$ cat src/rtl/mpu_pkg.sv
// Shared definitions for the MPU interrupt controller.
//   MPU_DATA_W    : interrupt payload width
//   MPU_DEF_DEPTH : default interrupt queue depth
//   MPU_DEF_GUARD : default guard interval between stall release and MPU re-enable
//   stall_state_t : stall FSM state encoding
package mpu_pkg;

  localparam int MPU_DATA_W    = 64;
  localparam int MPU_DEF_DEPTH = 4;
  localparam int MPU_DEF_GUARD = 4;

  typedef enum logic [1:0] {
    ST_RUN   = 2'd0,
    ST_STALL = 2'd1,
    ST_GUARD = 2'd2
  } stall_state_t;

endpackage

$ cat src/rtl/mpu_irq_fifo.sv
// Interrupt payload FIFO for the MPU interrupt controller.
// Ports:
//   clk, rst        : clock, synchronous active-high reset
//   push, din       : push request and payload
//   pop             : pop request (ignored while empty)
//   full, empty     : occupancy flags
//   push_acc/pop_acc: push/pop actually performed this cycle
//   count/count_nxt : current and next-cycle entry count
//   head            : head-of-queue payload, zero when empty
module mpu_irq_fifo #(
  parameter  int DEPTH = 4,
  parameter  int WIDTH = 64,
  localparam int AW    = $clog2(DEPTH),
  localparam int CW    = AW + 1
) (
  input  logic             clk,
  input  logic             rst,
  input  logic             push,
  input  logic             pop,
  input  logic [WIDTH-1:0] din,
  output logic             full,
  output logic             empty,
  output logic             push_acc,
  output logic             pop_acc,
  output logic [CW-1:0]    count,
  output logic [CW-1:0]    count_nxt,
  output logic [WIDTH-1:0] head
);

  logic [WIDTH-1:0] mem [DEPTH];
  logic [AW-1:0]    wr_ptr;
  logic [AW-1:0]    rd_ptr;

  assign full  = (count == CW'(DEPTH));
  assign empty = (count == '0);

  // A pop frees the slot the same cycle, so a push into a full queue still
  // succeeds when it coincides with an accepted pop.
  assign pop_acc  = pop && !empty;
  assign push_acc = push && (!full || pop_acc);

  assign head = empty ? '0 : mem[rd_ptr];

  always_comb begin
    count_nxt = count;
    case ({push_acc, pop_acc})
      2'b10:   count_nxt = count + CW'(1);
      2'b01:   count_nxt = count - CW'(1);
      default: count_nxt = count;
    endcase
  end

  // DEPTH is a power of two, so the pointers wrap naturally.
  always_ff @(posedge clk) begin
    if (rst) begin
      wr_ptr <= '0;
      rd_ptr <= '0;
      count  <= '0;
    end else begin
      if (push_acc) wr_ptr <= wr_ptr + AW'(1);
      if (pop_acc)  rd_ptr <= rd_ptr + AW'(1);
      count <= count_nxt;
    end
  end

  always_ff @(posedge clk) begin
    if (!rst && push_acc) mem[wr_ptr] <= din;
  end

endmodule

$ cat src/rtl/mpu_irq_ctrl.sv
// MPU interrupt controller: queues MPU interrupt payloads for the main
// processor and stalls the MPU while entries are outstanding.
//
//   state    | meaning
//   ---------+-----------------------------------------------------------
//   ST_RUN   | MPU enabled (mpu_en=1)
//   ST_STALL | MPU stalled, waiting for queue release condition
//   ST_GUARD | MPU still stalled, guard counter running down to re-enable
//
// Ports:
//   sys_clk, sys_rst : clock, synchronous active-high reset
//   mpu_irq/mpu_data : interrupt request and payload from the MPU
//   mpu_en           : MPU run enable
//   cpu_irq          : level interrupt to the processor (masked by cpu_mask)
//   cpu_data         : head-of-queue payload, zero when empty
//   cpu_ack          : pops the head entry
//   pending          : current entry count
//   overflow/ovf_clr : sticky drop flag and its clear pulse
module mpu_irq_ctrl
  import mpu_pkg::*;
#(
  parameter  int DEPTH = MPU_DEF_DEPTH,
  parameter  int HOLD  = 1,
  parameter  int GUARD = MPU_DEF_GUARD,
  localparam int CW    = $clog2(DEPTH) + 1
) (
  input  logic                  sys_clk,
  input  logic                  sys_rst,
  input  logic                  mpu_irq,
  input  logic [MPU_DATA_W-1:0] mpu_data,
  output logic                  mpu_en,
  output logic                  cpu_irq,
  output logic [MPU_DATA_W-1:0] cpu_data,
  input  logic                  cpu_ack,
  input  logic                  cpu_mask,
  output logic [CW-1:0]         pending,
  output logic                  overflow,
  input  logic                  ovf_clr
);

  logic          fifo_full;
  logic          fifo_empty;
  logic          push_acc;
  logic          pop_acc;
  logic [CW-1:0] count;
  logic [CW-1:0] count_nxt;

  stall_state_t  state;
  stall_state_t  state_nxt;
  logic [3:0]    gcnt;
  logic [3:0]    gcnt_nxt;
  logic          stall_trig;
  logic          stall_rel;
  logic          drop;

  mpu_irq_fifo #(
    .DEPTH (DEPTH),
    .WIDTH (MPU_DATA_W)
  ) u_fifo (
    .clk       (sys_clk),
    .rst       (sys_rst),
    .push      (mpu_irq),
    .pop       (cpu_ack),
    .din       (mpu_data),
    .full      (fifo_full),
    .empty     (fifo_empty),
    .push_acc  (push_acc),
    .pop_acc   (pop_acc),
    .count     (count),
    .count_nxt (count_nxt),
    .head      (cpu_data)
  );

  assign pending = count;
  assign drop    = mpu_irq && !push_acc;

  // Stall is triggered by the accepted push itself; release is judged on the
  // registered count so the guard interval starts after the queue drains.
  assign stall_trig = push_acc && ((HOLD != 0) || (count_nxt == CW'(DEPTH)));
  assign stall_rel  = (HOLD != 0) ? fifo_empty : !fifo_full;

  assign mpu_en = (state == ST_RUN);

  always_comb begin
    state_nxt = state;
    gcnt_nxt  = gcnt;
    case (state)
      ST_RUN: begin
        if (stall_trig) state_nxt = ST_STALL;
      end
      ST_STALL: begin
        if (stall_rel && !stall_trig) begin
          state_nxt = ST_GUARD;
          gcnt_nxt  = 4'(GUARD - 1);
        end
      end
      ST_GUARD: begin
        if (stall_trig) begin
          state_nxt = ST_STALL;
          gcnt_nxt  = '0;
        end else if (gcnt == '0) begin
          state_nxt = ST_RUN;
        end else begin
          gcnt_nxt = gcnt - 4'd1;
        end
      end
      default: begin
        state_nxt = ST_RUN;
        gcnt_nxt  = '0;
      end
    endcase
  end

  always_ff @(posedge sys_clk) begin
    if (sys_rst) begin
      state    <= ST_RUN;
      gcnt     <= '0;
      overflow <= 1'b0;
      cpu_irq  <= 1'b0;
    end else begin
      state    <= state_nxt;
      gcnt     <= gcnt_nxt;
      // A new drop wins over a coincident clear.
      overflow <= drop || (overflow && !ovf_clr);
      // Built from the next count so the irq rises with the first entry.
      cpu_irq  <= (count_nxt != '0) && !cpu_mask;
    end
  end

endmodule

$ cat config.mk
export PLATFORM = sky130hd
export DESIGN_NAME = mpu_irq_ctrl
export DESIGN_NICKNAME = d
export VERILOG_FILES = /design/src/rtl/mpu_pkg.sv /design/src/rtl/mpu_irq_fifo.sv /design/src/rtl/mpu_irq_ctrl.sv
export SDC_FILE = /design/constraint.sdc
export NUM_CORES = 1
export LEC_CHECK = 0
export BUFFER_PORTS_ARGS = -buffer_cell sky130_fd_sc_hd__buf_4
export CAP_MARGIN = 20
export CORE_UTILIZATION = 57
export DETAILED_ROUTE_END_ITERATION = 7
export PLACE_DENSITY = 0.87
export SLEW_MARGIN = 20
export SYNTH_ARGS = -nofsm -noshare
export SYNTH_HDL_FRONTEND = slang
export SYNTH_HIERARCHICAL = 1
export SYNTH_SLANG_ARGS = --single-unit
export TNS_END_PERCENT = 20
$ cat constraint.sdc
create_clock -name sys_clk -period 10.3 [get_ports sys_clk]
set_clock_uncertainty 0.15 [all_clocks]
set_input_delay 2.575 -clock sys_clk [delete_from_list [all_inputs] [get_ports sys_clk]]
set_output_delay 2.575 -clock sys_clk [all_outputs]
set_load 0.02 [all_outputs]
==> results.yml, run 1 <==
critical_path:
  cp.arrival_ns: 2.66
  path_class: "register to output port"
  crit_buf_inv: 2
  cp_slowest_cell: "buf_6"
  cpPeakStageDelay_ns: 0.63
  worstSetupEndpointType: "output port"
  critPathTopFamily: "buffers and inverters"
  critPathRequiredTime_ns: 7.58
  cp-start-kind: "register"
  worstPathCellList: "buf_6, mux4_2, nor2b_1, buf_4"
  critPathMaxFanout: 51
placed_design:
  dpl.cell_count: 869
  io_buffers: 139
  dp_hpwl_um: 11100
  routabilityCongestion: 0.701
sta:
  fin_setup_tns_ns: 0
  hold_ws_ns: 0.331
  drv_slew: 0
  worst_pin_slew_ns: 1.09
  max_freq_ghz: 0.186
  period_minus_slack_ns: 5.38
  hold_viol_final: 0
  slew_headroom: 0.268
  final-setup-viol-count: 0
  rsz0062_at_grt: "false"
  fin_crit_sh: 0.522
floorplanning:
  core_area_mm2: 0.0181
  ios: 140
  start_util: 0.588
  die_w_um: 139
  die-area_mm2: 0.0193
  row_count: 49
  fp.dieH_um: 139
cells_and_area:
  multiInputGateArea_mm2: 0.00251
  nFillCells: 1102
  stdcell_count: 918
  area_growth_syn_to_layout_pct: 20.0
  drive_gt1_frac: 0.376
  nets: 752
  antenna_cells: 0
  seqCellArea_mm2: 0.00804
synthesis:
  yosysWarningCount: 6
  syn_area_per_cell_um2: 20.6
  syn_inst: 518
  syn_area_mm2: 0.0107
  syn-num-nets: 601
job:
  cap_violations: 0
routing:
  drtIter0Drc: 351
  detail-route-antenna-nets: 0
  drt_first_pass_iters: 8
  drcViolationCount: 11
  routedWlPerCell_um: 20.9
  via_count: 5272
  drt_wl_total_um: 19200
  viasPerCell: 5.74
global_route:
  grt_pass1_vias: 5717
  gr-usage-all-layers: 0.205
  antenna_found_initial: 0
  grt_max_degree: 68
  grt_pass1_wl_um: 30300
  overflow: 0
run_status:
  violations: "design-rule violations"
  status: "complete, but fails checks"
cts:
  cts_tree: "built"
  htree_levels: 1
  cts_resized: 0
  cts_root_buffer: "clkbuf_16"
  cts.sinks: 273
  cts_setup_buffers: 0
  worstSkewPairLatency_ns: 0.52
  cts_buffer_depth: 3
  cts.clk_slew.worst_paths_ns: 0.06
  hold_buffers: 0
  numCtsBuffers: 27
hold_path:
  hold_path.class: "register to register"
power:
  total_leakage_power_nw: 4.41
  p_per_area_mw_per_mm2: 256
  ir_worst_vdd_uv: 182
  design_power_total_w: 0.00328
-- where the power goes --
| part | internal [W] | total, W | switching, W |
|---|---|---|---|
| sequential | 0.00128 | 0.00133 | 0.0000538 |
| clock | 0.000533 | 0.000917 | 0.000384 |
| combinational | 0.000482 | 0.00103 | 0.000548 |
| total | 0.00229 | 0.00328 | 0.000985 |
-- routing by layer --
| metal | vias to the layer above | GRT usage | share of wire |
|---|---|---|---|
| met5 | - | 0 | 0 |
| met4 | 0 | 0.0696 | 0.021 |
| met3 | 38 | 0.0428 | 0.072 |
| met2 | 176 | 0.356 | 0.52 |
| met1 | 2698 | 0.260 | 0.39 |
| li1 | 2360 | - | - |
-- stage by stage --
step	utilization	setup slack, ns	area (µm²)
2_1_floorplan	-	2.07	10700
3_3_place_gp	0.659	5.13	12000
3_5_place_dp	0.659	5.12	12000
4_1_cts	0.705	4.57	12800
5_1_grt	0.705	4.71	12800
6_report	0.705	4.92	12800
-- registers in the layout (all words and copies together), names as in the netlist, named ones only --
name,flops
state,2
cpu_irq,1
u_fifo/mem,256
u_fifo/count,3
gcnt,4
u_fifo/wr_ptr,2
overflow,1
u_fifo/rd_ptr,2
-- cell usage in the layout, fill, tap and decap left out, drive strengths merged, types with 8 or more instances in the layout --
cell and instances:
and2b 16, buf 145, clkbuf 35, clkinv 8
dfxtp 17, edfxtp 256, ha 12, inv 15
mux4 64, nor2 12, nor2b 53
-- worst min-delay path, cell delays in order (launching register included) --
cell	delay, ns
dfxtp_1	0.32
nand2_1	0.06
a21oi_1	0.05
-- final cells by class --
class	count	area share
well taps	229	0.0224
clock inverters	14	0.00987
repair buffers	145	0.0853
inverters	13	0.00381
flip-flops and latches	273	0.628
clock buffers	35	0.0551
multi-input cells	209	0.196
-- final timing paths --
kind | startpoint | endpoint | slack (ns) | depth (start not counted)
max | register | cpu_data[61] | 4.92 | 4
min | gcnt[0] | gcnt[0] | 0.33 | 2
max reg2reg | u_fifo/count[0] | u_fifo/mem[2][39] | 7.29 | 4
min reg2reg | gcnt[0] | gcnt[0] | 0.33 | 2
(Power assumes the default switching activity.)
==> inputs of run 2 (changes only) <==
- clock period: 10.3 -> 5.4 ns (I/O delays scaled with it)
==> run 2 against run 1 <==
  * The flow still finishes with violations (design-rule violations)
  * Design area increased by 0.45%
  * First-iteration DRC count is 17% higher
  * Clock power increased by 100%
  * Critical path type unchanged
==> results.yml, run 2 (synthesis results as in run 1) <==
critical_path:
  critPathMaxFanout: 34
  worst-path-stages: 4
  cp-start-kind: "register"
  cp.arrival_ns: 2.77
  path_class: "register to output port"
  cpPeakStageDelay_ns: 0.81
  worstPathCellList: "buf_4, mux4_2, nor2b_1, buf_4"
  worstSetupEndpointType: "output port"
  cp_slowest_cell: "dfxtp_4"
  cpMostUsedCell: "buf_4"
  r2r.worst_path.cells: 7
  critPathTopFamily: "flip-flops"
  r2r_start: "u_fifo/count[2]"
  critPathRequiredTime_ns: 3.90
  ff2ff_setup_slack_ns: 2.52
  r2r-end: "gcnt[3]"
  crit_buf_inv: 2
global_route:
  overflow: 0
  grt.busiest_layer: "met2"
  grt_max_degree: 68
  grt_pass1_wl_um: 32300
  grtUsageMet3: 0.0449
  antenna_found_initial: 1
  met2_usage: 0.385
  gr-usage-all-layers: 0.222
  grtUsageMet1: 0.286
  grt_pass1_vias: 5703
cells_and_area:
  nFillCells: 1095
  mostFrequentLayoutCells: "256 x edfxtp_1, 146 x buf_4, 64 x mux4_2, 53 x nor2b_1, 27 x clkbuf_16"
  fin_area_mm2: 0.0129
  reg_top3: "u_fifo/mem: 256 flops, gcnt: 4 flops, u_fifo/count: 3 flops"
  largest_reg_flops: 256
  fin_util: 0.709
  area_growth_syn_to_layout_pct: 20.5
  layout_commonest_cell: "edfxtp_1"
  nets: 753
  drive_gt1_frac: 0.377
  multiInputGateArea_mm2: 0.00251
  top_register: "u_fifo/mem"
  seqCellArea_mm2: 0.00804
cts:
  cts_root_buffer: "clkbuf_16"
  cts_tree: "built"
  cts.clk_slew.worst_paths_ns: 0.06
  cts_setup_buffers: 0
  cts_resized: 0
  worstSkewPairLatency_ns: 0.52
  htree_levels: 1
  hold_buffers: 0
  numCtsBuffers: 27
  cts_buffer_depth: 3
  cts.sinks: 273
placed_design:
  routabilityCongestion: 0.713
  dp_hpwl_um: 11500
  placed_area_mm2: 0.0120
  io_buffers: 139
floorplanning:
  start_util: 0.588
  core_area_mm2: 0.0181
  die_w_um: 139
  die-area_mm2: 0.0193
  fp.dieH_um: 139
  ios: 140
  row_count: 49
sta:
  drv_slew: 0
  fin_crit_sh: 0.790
  max_freq_ghz: 0.234
  worst_pin_slew_ns: 1.00
  hold_viol_final: 0
  rsz0062_at_grt: "false"
  period_minus_slack_ns: 4.27
  slew_headroom: 0.332
  final-setup-viol-count: 0
  hold_ws_ns: 0.344
routing:
  drt_wl_total_um: 20700
  via_count: 5344
  detail-route-antenna-nets: 0
  drtIter0Drc: 410
  viasPerCell: 5.82
  drcViolationCount: 14
  routedWlPerCell_um: 22.5
  drt_first_pass_iters: 8
power:
  ir_worst_vdd_uv: 349
  p_per_area_mw_per_mm2: 498
  total_leakage_power_nw: 4.44
hold_path:
  whs_path_depth: 2
  whs_endpoint: "gcnt[0]"
  min_from: "gcnt[0]"
  hold_path.class: "register to register"
run_status:
  violations: "design-rule violations"
  status: "complete, but fails checks"
job:
  cap_violations: 0
[run 2: how the worst max path moves through the flow]
stage	from	endpoint
after floorplan	sys_rst	u_fifo/mem[1][0]
after global placement	register	cpu_data[53]
after detailed placement	register	cpu_data[3]
after CTS	register	cpu_data[10]
after global routing	register	cpu_data[9]
final	register	cpu_data[10]
[run 2: stage by stage]
stage / total power (W) / setup slack, ns / std cells / TNS, ns
floorplan: 0.00385 / -1.59 / 518 / -305.36
global placement: 0.00453 / 1.65 / 870 / 0
detailed placement: 0.00459 / 1.62 / 870 / 0
CTS: 0.00646 / 1.05 / 918 / 0
global route: 0.00666 / 0.926 / 918 / 0
finish: 0.00640 / 1.13 / 919 / 0
[run 2: power breakdown]
part           leakage, nW  switching, W  internal, W  total (W)
Sequential            2.47      0.000145      0.00243    0.00258
Clock                0.425      0.000761      0.00110    0.00186
Combinational         1.55       0.00104     0.000923    0.00196
[run 2: layout make-up]
cell class	count	share of cell area
Sequential cell	273	0.625
Multi-Input combinational cell	209	0.195
Timing Repair Buffer	146	0.0852
Clock buffer	29	0.0531
Tap cell	229	0.0223
Clock inverter	19	0.0151
Inverter	13	0.00379
Antenna cell	1	0.000195
[run 2: worst register-to-register path, cell delays in order (launching register included)]
cell and delay (ns):
dfxtp_1 0.47, or3b_4 0.43, o21ai_4 0.28, inv_2 0.14, nand2b_1 0.20, a221o_1 0.41, or4b_1 0.54, a31oi_1 0.18
[run 2: metal layers]
metal  part of all wire  routed length, µm
met2               0.53              10900
met5                  0                  0
met4              0.024                505
met3              0.071               1460
met1               0.38               7840
==> inputs of run 3 (changes only) <==
- ABC_AREA: default -> 1
- CORE_UTILIZATION: 57 -> 58
- PLACE_DENSITY: 0.87 -> 0.88
- clock period: 5.4 -> 4.2 ns (I/O delays scaled with it)
==> run 3 against run 2 <==
  * The flow now finishes without violations
  * Design area is 1.1% higher
  * Die area is 1.5% higher
  * Sequential cell count stayed put
  * Clock power is 12% higher
  * Via count is 34% higher
  * Routed wire length is 8.0% higher
  * Global-route usage is 1.2 points higher
  * Count of clock-buffer cells in the layout is 6 higher
  * Hold slack worse by 0.026 ns
  * Synthesized cell count is 77% higher
  * Utilization is 1.1 points lower
  * Largest cell class unchanged
==> results.yml, run 3 <==
floorplanning:
  die-area_mm2: 0.0196
  core_area_mm2: 0.0186
  ios: 140
  fp.dieH_um: 140
  start_util: 0.592
  row_count: 50
  die_w_um: 140
cts:
  cts_tree: "built"
  cts_resized: 0
  htree_levels: 1
  cts.sinks: 273
  hold_buffers: 0
  cts_buffer_depth: 3
  cts.clk_slew.worst_paths_ns: 0.06
  cts_root_buffer: "clkbuf_16"
  worstSkewPairLatency_ns: 0.52
  numCtsBuffers: 26
  cts_setup_buffers: 0
global_route:
  overflow: 0
  gr-usage-all-layers: 0.234
  grt_pass1_wl_um: 35700
  grt_pass1_vias: 7234
  antenna_found_initial: 0
  grt_max_degree: 65
cells_and_area:
  top_register: "u_fifo/mem"
  antenna_cells: 0
  fin_area_mm2: 0.0130
  reg_top3: "u_fifo/mem: 256 flops, gcnt: 4 flops, u_fifo/count: 3 flops"
  area_growth_syn_to_layout_pct: 17.9
  nFillCells: 1271
  nets: 1133
  largest_reg_flops: 256
  mostFrequentLayoutCells: "272 x nor2_1, 256 x edfxtp_1, 151 x buf_4, 119 x o21ai_0, 74 x a21oi_1"
  drive_gt1_frac: 0.194
  stdcell_count: 1302
  layout_commonest_cell: "nor2_1"
  fin_util: 0.697
hold_path:
  min_from: "overflow"
  hold_path.class: "register to register"
synthesis:
  syn_area_mm2: 0.0110
  yosysWarningCount: 6
  syn_area_per_cell_um2: 12.0
  syn_inst: 916
  syn-num-nets: 999
run_status:
  status: "finished, final reports clean"
sta:
  fin_crit_sh: 0.920
  period_minus_slack_ns: 3.86
  fin_setup_tns_ns: 0
  rsz0062_at_grt: "false"
  worst_pin_slew_ns: 0.823
  max_freq_ghz: 0.259
  drv_slew: 0
  slew_headroom: 0.451
  final-setup-viol-count: 0
  hold_viol_final: 0
critical_path:
  cp_slowest_cell: "dfxtp_4"
  critPathRequiredTime_ns: 3.00
  cpPeakStageDelay_ns: 0.58
  cp.arrival_ns: 2.66
  critPathTopFamily: "buffers and inverters"
  path_class: "register to output port"
  r2r_start: "u_fifo/count[0]"
  crit_buf_inv: 3
  cpMostUsedCell: "buf_4"
  critPathMaxFanout: 47
  worstPathCellList: "clkinv_2, buf_4, o21ai_0, a21oi_1, buf_4"
  cp-start-kind: "register"
  worstSetupEndpointType: "output port"
placed_design:
  placed_area_mm2: 0.0122
  dp_hpwl_um: 13200
  io_buffers: 139
  dpl.cell_count: 1256
  routabilityCongestion: 0.773
power:
  total_leakage_power_nw: 4.79
  switching_share: 0.344
  power.share.clock: 0.258
  p_per_area_mw_per_mm2: 620
  p_seq_frac: 0.400
  ir_worst_vdd_uv: 358
  power_frac_comb: 0.342
  p_switching_w: 0.00277
  internal_power_w: 0.00528
routing:
  via_count: 7157
  drt_first_pass_iters: 5
  drtIter0Drc: 625
  drt_wl_total_um: 22400
  detail-route-antenna-nets: 0
  drcViolationCount: 0
  viasPerCell: 5.50
  routedWlPerCell_um: 17.2
job:
  cap_violations: 0
run 3: layout make-up:
class	instances	area (µm²)	share of cell area
Clock buffer	35	706	0.0543
Clock inverter	11	50.0	0.00385
Inverter	37	140	0.0108
Multi-Input combinational cell	558	2580	0.199
Sequential cell	273	8030	0.618
Tap cell	234	293	0.0225
Timing Repair Buffer	154	1190	0.0918
run 3: final timing paths:
| kind | to | slack, ns | depth (start not counted) |
|---|---|---|---|
| worst max-delay path | cpu_data[44] | 0.34 | 5 |
| worst min-delay path | overflow | 0.32 | 2 |
| worst max register to register | u_fifo/mem[1][33] | 1.86 | 7 |
| worst min register to register | overflow | 0.32 | 2 |
run 3: metrics by stage:
| step | hold WS, ns | total power (W) | worst slack (ns) |
|---|---|---|---|
| after floorplan | 0.310 | 0.00507 | -0.660 |
| after global placement | 0.302 | 0.00597 | 0.968 |
| after detailed placement | 0.309 | 0.00603 | 0.899 |
| after CTS | 0.318 | 0.00811 | 0.339 |
| after global routing | 0.376 | 0.00849 | 0.138 |
| final | 0.319 | 0.00806 | 0.337 |
run 3: tightest hold or removal path: cells and delay by family (launching register included):
kind	cells	cell delay (ns)
AO/OA/AOI/OAI	1	0.05
AND/OR/NAND/NOR	1	0.06
flip-flops	1	0.31
run 3: layer usage:
metal	share of wire	routed length, µm	track usage	up-vias
met2	0.51	11400	0.413	260
met5	0	0	0	-
met4	0.022	482	0.0804	0
met1	0.40	8910	0.298	3405
li1	-	-	-	3450
met3	0.069	1540	0.0335	42
run 3: power groups by stage:
stage,logic [W],registers [W],clock network (W)
floorplan,0.00181,0.00326,0
global placement,0.00270,0.00327,0
detailed placement,0.00275,0.00328,0
CTS,0.00277,0.00322,0.00212
global route,0.00301,0.00324,0.00224
finish,0.00275,0.00322,0.00208
